--- config.mk ---
export PLATFORM = sky130hd
export DESIGN_NAME = wb_port_arbiter
export DESIGN_NICKNAME = d
export VERILOG_FILES = /design/src/rtl/wb_port_arbiter.sv
export SDC_FILE = /design/constraint.sdc
export NUM_CORES = 1
export LEC_CHECK = 0
export BUFFER_PORTS_ARGS = -buffer_cell sky130_fd_sc_hd__buf_2
export CORE_MARGIN = 2
export CORE_UTILIZATION = 52
export CTS_CLUSTER_SIZE = 16
export DETAILED_ROUTE_END_ITERATION = 10
export HOLD_SLACK_MARGIN = 0.03
export PLACE_DENSITY = 0.85
export SLEW_MARGIN = 5
export SYNTH_ARGS = -nofsm -noshare
export SYNTH_HDL_FRONTEND = slang
export SYNTH_SLANG_ARGS = --single-unit
--- constraint.sdc ---
create_clock -name clk -period 2.2 [get_ports clk]
set_input_delay 0 -clock clk [delete_from_list [all_inputs] [get_ports clk]]
set_output_delay 0 -clock clk [all_outputs]
set_load 0.01 [all_outputs]
--- src/rtl/wb_port_arbiter.sv ---
// ---------------------------------------------------------------------------
// wb_port_arbiter
//   Shares the single GPR write port between the in-order pipeline writeback
//   and the multi-cycle mul/div unit (MDU). MDU results land in a one-entry
//   hold buffer and are written whenever the pipeline is idle. They are forced
//   through once they have lost arbitration MAX_WAIT times in a row. A
//   scoreboard tracks destinations with MDU results still outstanding so
//   decode can stall on RAW/WAW hazards.
//
// Ports
//   clk, rst_n                   clock, asynchronous active-low reset
//   pipe_valid/waddr/wdata       pipeline writeback request
//   pipe_ready                   pipeline request accepted this cycle
//   mdu_valid/waddr/wdata        MDU result
//   mdu_ready                    MDU result accepted into the hold buffer
//   issue_valid, issue_rd        MDU op issued; marks issue_rd pending
//   chk_rs1/rs2/rd               operands of the instruction in decode
//   hazard                       any checked register is pending
//   rf_wen/waddr/wdata           register file write port (registered)
// ---------------------------------------------------------------------------
module wb_port_arbiter #(
    parameter int XLEN           = 64,
    parameter int REG_ADDR_WIDTH = 5,
    parameter int MAX_WAIT       = 3
) (
    input  logic                      clk,
    input  logic                      rst_n,
    input  logic                      pipe_valid,
    input  logic [REG_ADDR_WIDTH-1:0] pipe_waddr,
    input  logic [XLEN-1:0]           pipe_wdata,
    output logic                      pipe_ready,
    input  logic                      mdu_valid,
    input  logic [REG_ADDR_WIDTH-1:0] mdu_waddr,
    input  logic [XLEN-1:0]           mdu_wdata,
    output logic                      mdu_ready,
    input  logic                      issue_valid,
    input  logic [REG_ADDR_WIDTH-1:0] issue_rd,
    input  logic [REG_ADDR_WIDTH-1:0] chk_rs1,
    input  logic [REG_ADDR_WIDTH-1:0] chk_rs2,
    input  logic [REG_ADDR_WIDTH-1:0] chk_rd,
    output logic                      hazard,
    output logic                      rf_wen,
    output logic [REG_ADDR_WIDTH-1:0] rf_waddr,
    output logic [XLEN-1:0]           rf_wdata
);

    localparam int NREG  = 1 << REG_ADDR_WIDTH;
    localparam int CNT_W = (MAX_WAIT < 1) ? 1 : $clog2(MAX_WAIT + 1);
    localparam logic [CNT_W-1:0] WAIT_MAX = CNT_W'(MAX_WAIT);

    logic                      hold_v;
    logic [REG_ADDR_WIDTH-1:0] hold_addr;
    logic [XLEN-1:0]           hold_data;
    logic [CNT_W-1:0]          wait_cnt;
    logic [NREG-1:0]           pending;
    logic [NREG-1:0]           pending_nxt;

    logic force_hold;
    logic hold_grant;
    logic pipe_grant;
    logic mdu_xfer;

    // Arbitration: the pipeline normally wins; a starved hold entry is forced.
    assign force_hold = hold_v && (wait_cnt == WAIT_MAX);
    assign hold_grant = hold_v && (!pipe_valid || force_hold);
    assign pipe_grant = pipe_valid && !force_hold;
    assign pipe_ready = !force_hold;
    // The hold entry can be refilled in the same cycle it drains.
    assign mdu_ready  = !hold_v || hold_grant;
    assign mdu_xfer   = mdu_valid && mdu_ready;

    assign hazard = pending[chk_rs1] | pending[chk_rs2] | pending[chk_rd];

    // Clear is applied before set so a re-issue to the draining register
    // keeps it pending. x0 never becomes pending.
    always_comb begin
        pending_nxt = pending;
        if (hold_grant) pending_nxt[hold_addr] = 1'b0;
        if (issue_valid) pending_nxt[issue_rd] = 1'b1;
        pending_nxt[0] = 1'b0;
    end

    // Hold buffer, starvation counter and scoreboard
    always_ff @(posedge clk or negedge rst_n) begin
        if (!rst_n) begin
            hold_v    <= 1'b0;
            hold_addr <= '0;
            hold_data <= '0;
            wait_cnt  <= '0;
            pending   <= '0;
        end else begin
            pending <= pending_nxt;
            if (mdu_xfer) begin
                hold_v    <= 1'b1;
                hold_addr <= mdu_waddr;
                hold_data <= mdu_wdata;
            end else if (hold_grant) begin
                hold_v <= 1'b0;
            end
            if (hold_grant) begin
                wait_cnt <= '0;
            end else if (hold_v && pipe_grant && (wait_cnt != WAIT_MAX)) begin
                wait_cnt <= wait_cnt + 1'b1;
            end
        end
    end

    // Write port register: one cycle after the grant. An x0 winner is
    // consumed with the enable held low.
    always_ff @(posedge clk or negedge rst_n) begin
        if (!rst_n) begin
            rf_wen   <= 1'b0;
            rf_waddr <= '0;
            rf_wdata <= '0;
        end else if (hold_grant) begin
            rf_wen   <= (hold_addr != '0);
            rf_waddr <= hold_addr;
            rf_wdata <= hold_data;
        end else if (pipe_grant) begin
            rf_wen   <= (pipe_waddr != '0);
            rf_waddr <= pipe_waddr;
            rf_wdata <= pipe_wdata;
        end else begin
            rf_wen <= 1'b0;
        end
    end

endmodule

==> results.md, run 1 <==
- First drt pass iteration count: 6
- Die Area: between 15000 and 20000 um^2
- Port bufs: 235
- Met1 usage: 46.4%
- Layout Skew: 0.0196 ns
- Worst R2R Start: wait_cnt[0]$_DFFE_PN0P_
- Met2 Usage GRT: 62.7%
- FF/Latch Area: 4330 um^2
- Die Ht: 129 um
- Reg2reg end: hold_data[18]$_DFFE_PN0P_
- Final layout net count: 1222
- Kind of critical path: reg2reg
- Row Count: 45
- Dpl hpwl: about 16000 um
- Post-Syn Area: a little over 8000 um^2
- Final setup viols: 0
- Crit-path max FO: 20
- Synth async-reset ratio: 100%
- Max Cap Viol: 0
- Min Tclk post-route: 2.09 ns
- Cell taking the most area after synthesis: dfrtp_1
- Total CTS buffers: 17
- Share of cells above drive strength 1: 34.3%
- Top cell type's share of synthesized area: 53.1%
- Post-Route WL: 35100 um
- Grt total ovfl: 0
- Critical Path Source Type: flip-flop
- Most frequent cells in the layout: buf_2 (234), dfrtp_1 (172), dlygate4sd3_1 (147), nand2_1 (110), mux2i_1 (78)
- Dpl cells: 1103
- CP endpoint kind: flip-flop
- Top-Level Pins: 236
- # DRC: 0
- GRT met3 Usage: under 10%
- Synth Register Bits: 173
- GRT Total Usage: 38.5%
- Final core occ: 76.1%
- Worst hold path class: in2async
- Commonest non-fill, non-tap cell in the layout: buf_2
- Slew Limit Headroom: 42.8%
- Routed vias/inst: 6.53
- Routed via count: 8442
- Cell Pwr Density: around 870 nW/um^2
- Clock Tree Root: clkbuf_16
- Post-DRT Antenna Nets: 0
- Gate count of the mapped netlist: 689
- Top FF cell, synth: dfrtp_1
- Finished Layout Cells: between 1000 and 1500
- First-pass GRT wire length: 48000 um
- 1st-iter DRT viols: 915
- Total setup buffers inserted after CTS: 0
- Post-synth EDFFs: 0
- WP data required: ~2.5 ns
- Final Cycle Share: between 90% and 100%
- R2R depth: 6
- Area Growth Syn to Fin: 42.2%
- Slew Limit Fails: 0
- Ranking of synthesized cells by area: dfrtp_1 (53%), mux2i_1 (9.6%), mux2_2 (9.4%)
- CTS tree: done
- Min Hold Slack: between 0.15 and 0.2 ns
- Worst EP arrival: 2.39 ns
- Number of antenna violations at the first check in global routing: 6
- Netlist cell types: between 40 and 50
- Sequential cell area fraction in the yosys report: 53.1%
- Largest net degree at the start of global routing: about 140
- Hold Violations, Final: 0
- Clock transition at path regs: 0.09 ns
- Starting Density: between 50% and 60%
- Clock Path Buffers: 2
- Syn_area_per_cell: ~12 um^2
- Max Freq: 479 MHz
- Post-route design area: around 12000 um^2
- Vias in the first global route: 8409
- GRT busiest layer: met2
- Horiz. Die Dim: 129 um
- Post-placement cell area: 9540 um^2
- H-tree Lvls: 4
- Max VDD drop: 0.605 mV
- Clk sinks: 173
- WL/cell: 27.2 um
- GPL Wtd Cong: 0.912
- Clock Latency Late Sink: 0.44 ns
- Core area: 15300 um^2
- Syn. warnings: 0
- Status: completed
- Worst-Margin Slew: between 0.8 and 0.9 ns
- Footprint of the multi-input gates: 3620 um^2
- Reg-to-reg slack, setup: 0.11 ns
- Syn nets: around 850
- Fillers: ~800
- LEAKAGE: 0.00549 uW
## flip-flops by register name, summed over array words and instances, names as in the netlist
name       count
rf_wen         1
hold_data     64
rf_wdata      64
hold_addr      5
hold_v         1
wait_cnt       2
rf_waddr       5
pending       31
## Yosys cell counts, types with 3 or more instances
master,number
mux2_1,10
nor3_1,4
o2bb2ai_1,15
a2111oi_0,4
mux4_2,11
buf_4,4
o2111ai_1,3
nand3b_1,8
nor3b_1,8
mux2_2,68
o21ai_0,72
mux2i_1,78
nand2_1,111
buf_2,15
inv_1,6
clkbuf_1,21
nor2b_1,7
a22o_1,15
dfrtp_1,173
nor2_1,11
nand3_1,8
nand2b_1,3
## cells by family (layout without fill, tap and decap cells)
kind of cell               Yosys count  count (layout)  synth area share (%)
buffers and inverters               48             430                  2.81
adders and majority gates            1               1                 0.153
and+or+nand+nor                    172             172                  9.83
DFF                                173             173                  53.1
AOI/OAI and AO/OA                  125             125                  9.97
other                                0              10                     0
muxes                              170             170                  24.2
## per-stage QoR
step | power (uW) | setup TNS [ns] | setup WS, ns
after global placement | 6330 | 0 | 0.352
after CTS | 9500 | 0 | 0.113
after detailed placement | 6440 | 0 | 0.282
final | 10100 | 0 | 0.113
after global routing | 10400 | -0.00155 | -0.00155
after floorplan | 5560 | 0 | 0.301
## worst max-delay path by stage
stage	start	end	cells past startpoint	slack (ns)
after CTS	pending[16]$_DFF_PN0_	hazard	6	0.11
final	wait_cnt[0]$_DFFE_PN0P_	hold_data[18]$_DFFE_PN0P_	6	0.11
after global placement	wait_cnt[0]$_DFFE_PN0P_	hold_data[21]$_DFFE_PN0P_	6	0.35
after floorplan	wait_cnt[0]$_DFFE_PN0P_	hold_addr[2]$_DFFE_PN0P_	7	0.30
after global routing	pending[1]$_DFF_PN0_	hazard	6	-0.002
after detailed placement	wait_cnt[0]$_DFFE_PN0P_	hold_data[44]$_DFFE_PN0P_	6	0.28
## where the power goes
part,internal [uW],switching [uW]
clock network,1530,1530
registers,3810,692
logic,1280,1290
## timing repair
item / 4_1_cts / 5_1_grt
endpoints found under the setup margin: 0 / 1
hold endpoints to repair: 216 / 0
hold buffers: 147 / 0
resized for setup: 0 / 2
## area by class of cell
cell class,count,share of cell area (%)
inverters,6,0.194
diodes,10,0.216
well taps,211,2.27
clock buffers,18,3.78
repair buffers,392,23.9
flip-flops and latches,173,37.3
multi-input cells,468,31.2
clock inverters,14,1.07
## routing by layer
| layer | vias to the layer above | wire, um | part of all wire (%) |
|---|---|---|---|
| li1 | 3244 | - | - |
| met1 | 4015 | 11500 | 33 |
| met2 | 888 | 16200 | 46 |
| met3 | 295 | 4000 | 11 |
| met4 | 0 | 3380 | 9.6 |
| met5 | - | 0 | 0 |
## worst max-delay path, cell delays in order, from the launching register on
cell and delay, ns:
dfrtp_1 0.41, ha_1 0.29, a21oi_4 0.21, nand2_1 0.16, nand2_2 0.14, buf_4 0.31, mux2_2 0.44
Note: power is estimated with default switching activity, not from simulation.
==> inputs of run 2 (changes only) <==
Settings changed: REMOVE_ABC_BUFFERS set to 1.
==> run 2 against run 1 <==
Net effect:
- cell area up 1.0%
- core utilization up 0.78 points
- critical endpoint is now hold_data[7]$_DFFE_PN0P_
- total power up 0.55%
- clock power up 6%
- sequential cell count unchanged
- worst hold slack worse by 0.088 ns
- critical path depth unchanged
==> results.md, run 2 (synthesized netlist as in run 1, its figures left out) <==
- LEAKAGE: approximately 0.0056 uW
- Area Growth Syn to Fin: 43.7%
- Cell Pwr Density: 869 nW/um^2
- CTS tree: done
- Most frequent cells in the layout: buf_2 (234), dfrtp_1 (172), dlygate4sd3_1 (148), nand2_1 (110), mux2i_1 (78)
- Clk sinks: 173
- Max Freq: 470 MHz
- Hold Violations, Final: 0
- 1st-iter DRT viols: 735
- Kind of critical path: reg2reg
- Min Hold Slack: 0.0656 ns
- Fin Setup TNS: 0 ns
- GRT Total Usage: 36.9%
- Clock transition at path regs: 0.07 ns
- Starting Density: 53.5%
- Row Count: 45
- Core area: approximately 15000 um^2
- First drt pass iteration count: 5
- Layout Skew: about 0.011 ns
- Post-DRT Antenna Nets: 0
- Final layout net count: ~1200
- Slew Limit Fails: 0
- Worst hold path class: in2async
- Die Ht: 129 um
- Vias in the first global route: 8235
- First-pass GRT wire length: 46300 um
- Crit-path max FO: 23
- Commonest non-fill, non-tap cell in the layout: buf_2
- Clock Path Buffers: 2
- Number of antenna violations at the first check in global routing: 3
- Clock Latency Late Sink: between 0.4 and 0.5 ns
- Total CTS buffers: 17
- Max Cap Viol: 0
- Min Tclk post-route: 2.13 ns
- H-tree Lvls: 4
- Worst-Margin Slew: 0.747 ns
- FF/Latch Area: 4330 um^2
- Final setup viols: 0
- Critical Path Source Type: flip-flop
- Routed vias/inst: 6.09
- GPL Wtd Cong: roughly 0.89
- Dpl cells: 1101
- Share of cells above drive strength 1: around 34%
- Routed via count: around 7800
- Dpl hpwl: ~15000 um
- Finished Layout Cells: 1288
- Status: completed
- Post-Route WL: 30200 um
- Slew Limit Headroom: between 40 and 50%
- Horiz. Die Dim: 129 um
- Largest net degree at the start of global routing: between 100 and 150
- Final core occ: 76.8%
- Clock Tree Root: clkbuf_16
- Final Cycle Share: 96.8%
- CP endpoint kind: flip-flop
- WP data required: 2.50 ns
- Top-Level Pins: between 200 and 250
- Overall power: 10200 uW
- Port bufs: 235
- Footprint of the multi-input gates: 3630 um^2
- Worst EP arrival: between 2 and 2.5 ns
- # DRC: 0
- Largest regs: hold_data (64), rf_wdata (64), pending (31)
- WL/cell: 23.5 um
- Fillers: 764
- Max VDD drop: 0.435 mV
- Die Area: 16700 um^2
- Grt total ovfl: 0
## run 2: final cells by class
type / count / area share, %
Timing Repair Buffer: 395 / 24.2
Multi-Input combinational cell: 468 / 31.0
Tap cell: 211 / 2.25
Clock inverter: 9 / 1.14
Inverter: 6 / 0.192
Sequential cell: 173 / 37.0
Clock buffer: 23 / 4.16
Antenna cell: 3 / 0.0640
## run 2: final timing paths
path,depth (start not counted),slack [ns],to,start
max in group asynchronous,3,1.39,hold_data[58]$_DFFE_PN0P_,rst_n
min in group clk,5,0.22,hold_v$_DFFE_PN0P_,pipe_valid
max,6,0.07,hold_data[7]$_DFFE_PN0P_,wait_cnt[0]$_DFFE_PN0P_
max reg2reg,6,0.07,hold_data[7]$_DFFE_PN0P_,wait_cnt[0]$_DFFE_PN0P_
min reg2reg,1,0.51,hold_data[41]$_DFFE_PN0P_,hold_data[41]$_DFFE_PN0P_
min,2,0.07,rf_wdata[48]$_DFFE_PN0P_,rst_n
## run 2: worst max-delay path, stage by stage, from the launching register on
cell	delay, ns
dfrtp_1	0.42
ha_1	0.30
a21oi_4	0.22
nand2_1	0.19
nand2_4	0.29
buf_12	0.23
mux2_2	0.36
## run 2: repair_timing
| item | in CTS | in global routing |
|---|---|---|
| resized for setup | 0 | 4 |
| hold buffers | 148 | 0 |
| setup buffers | 0 | 4 |
| endpoints found under the setup margin | 0 | 2 |
| endpoints found under the hold margin | 328 | 0 |
## run 2: power breakdown
part / internal [uW] / switching (uW) / total [uW] / leakage (uW)
logic: 1310 / 1200 / 2510 / 0.00320
registers: 3810 / 632 / 4450 / 0.00206
clock network: 1910 / 1310 / 3230 / 0.000303
total: 7040 / 3140 / 10200 / 0.00556
## run 2: metal layers
| metal | track usage, % | vias to the layer above | part of all wire [%] |
|---|---|---|---|
| met1 | 45.0 | 3799 | 36 |
| met3 | 6.94 | 155 | 8.8 |
| met4 | 23.3 | 0 | 6.4 |
| met5 | 0 | - | 0 |
| met2 | 61.0 | 640 | 49 |
| li1 | - | 3245 | - |
## run 2: through the flow
stage	setup slack (ns)	area, um^2
2_1_floorplan	-5.22	7950
3_3_place_gp	0.278	9570
3_5_place_dp	0.216	9570
4_1_cts	0.0189	11700
5_1_grt	-0.000234	11700
6_report	0.0708	11700
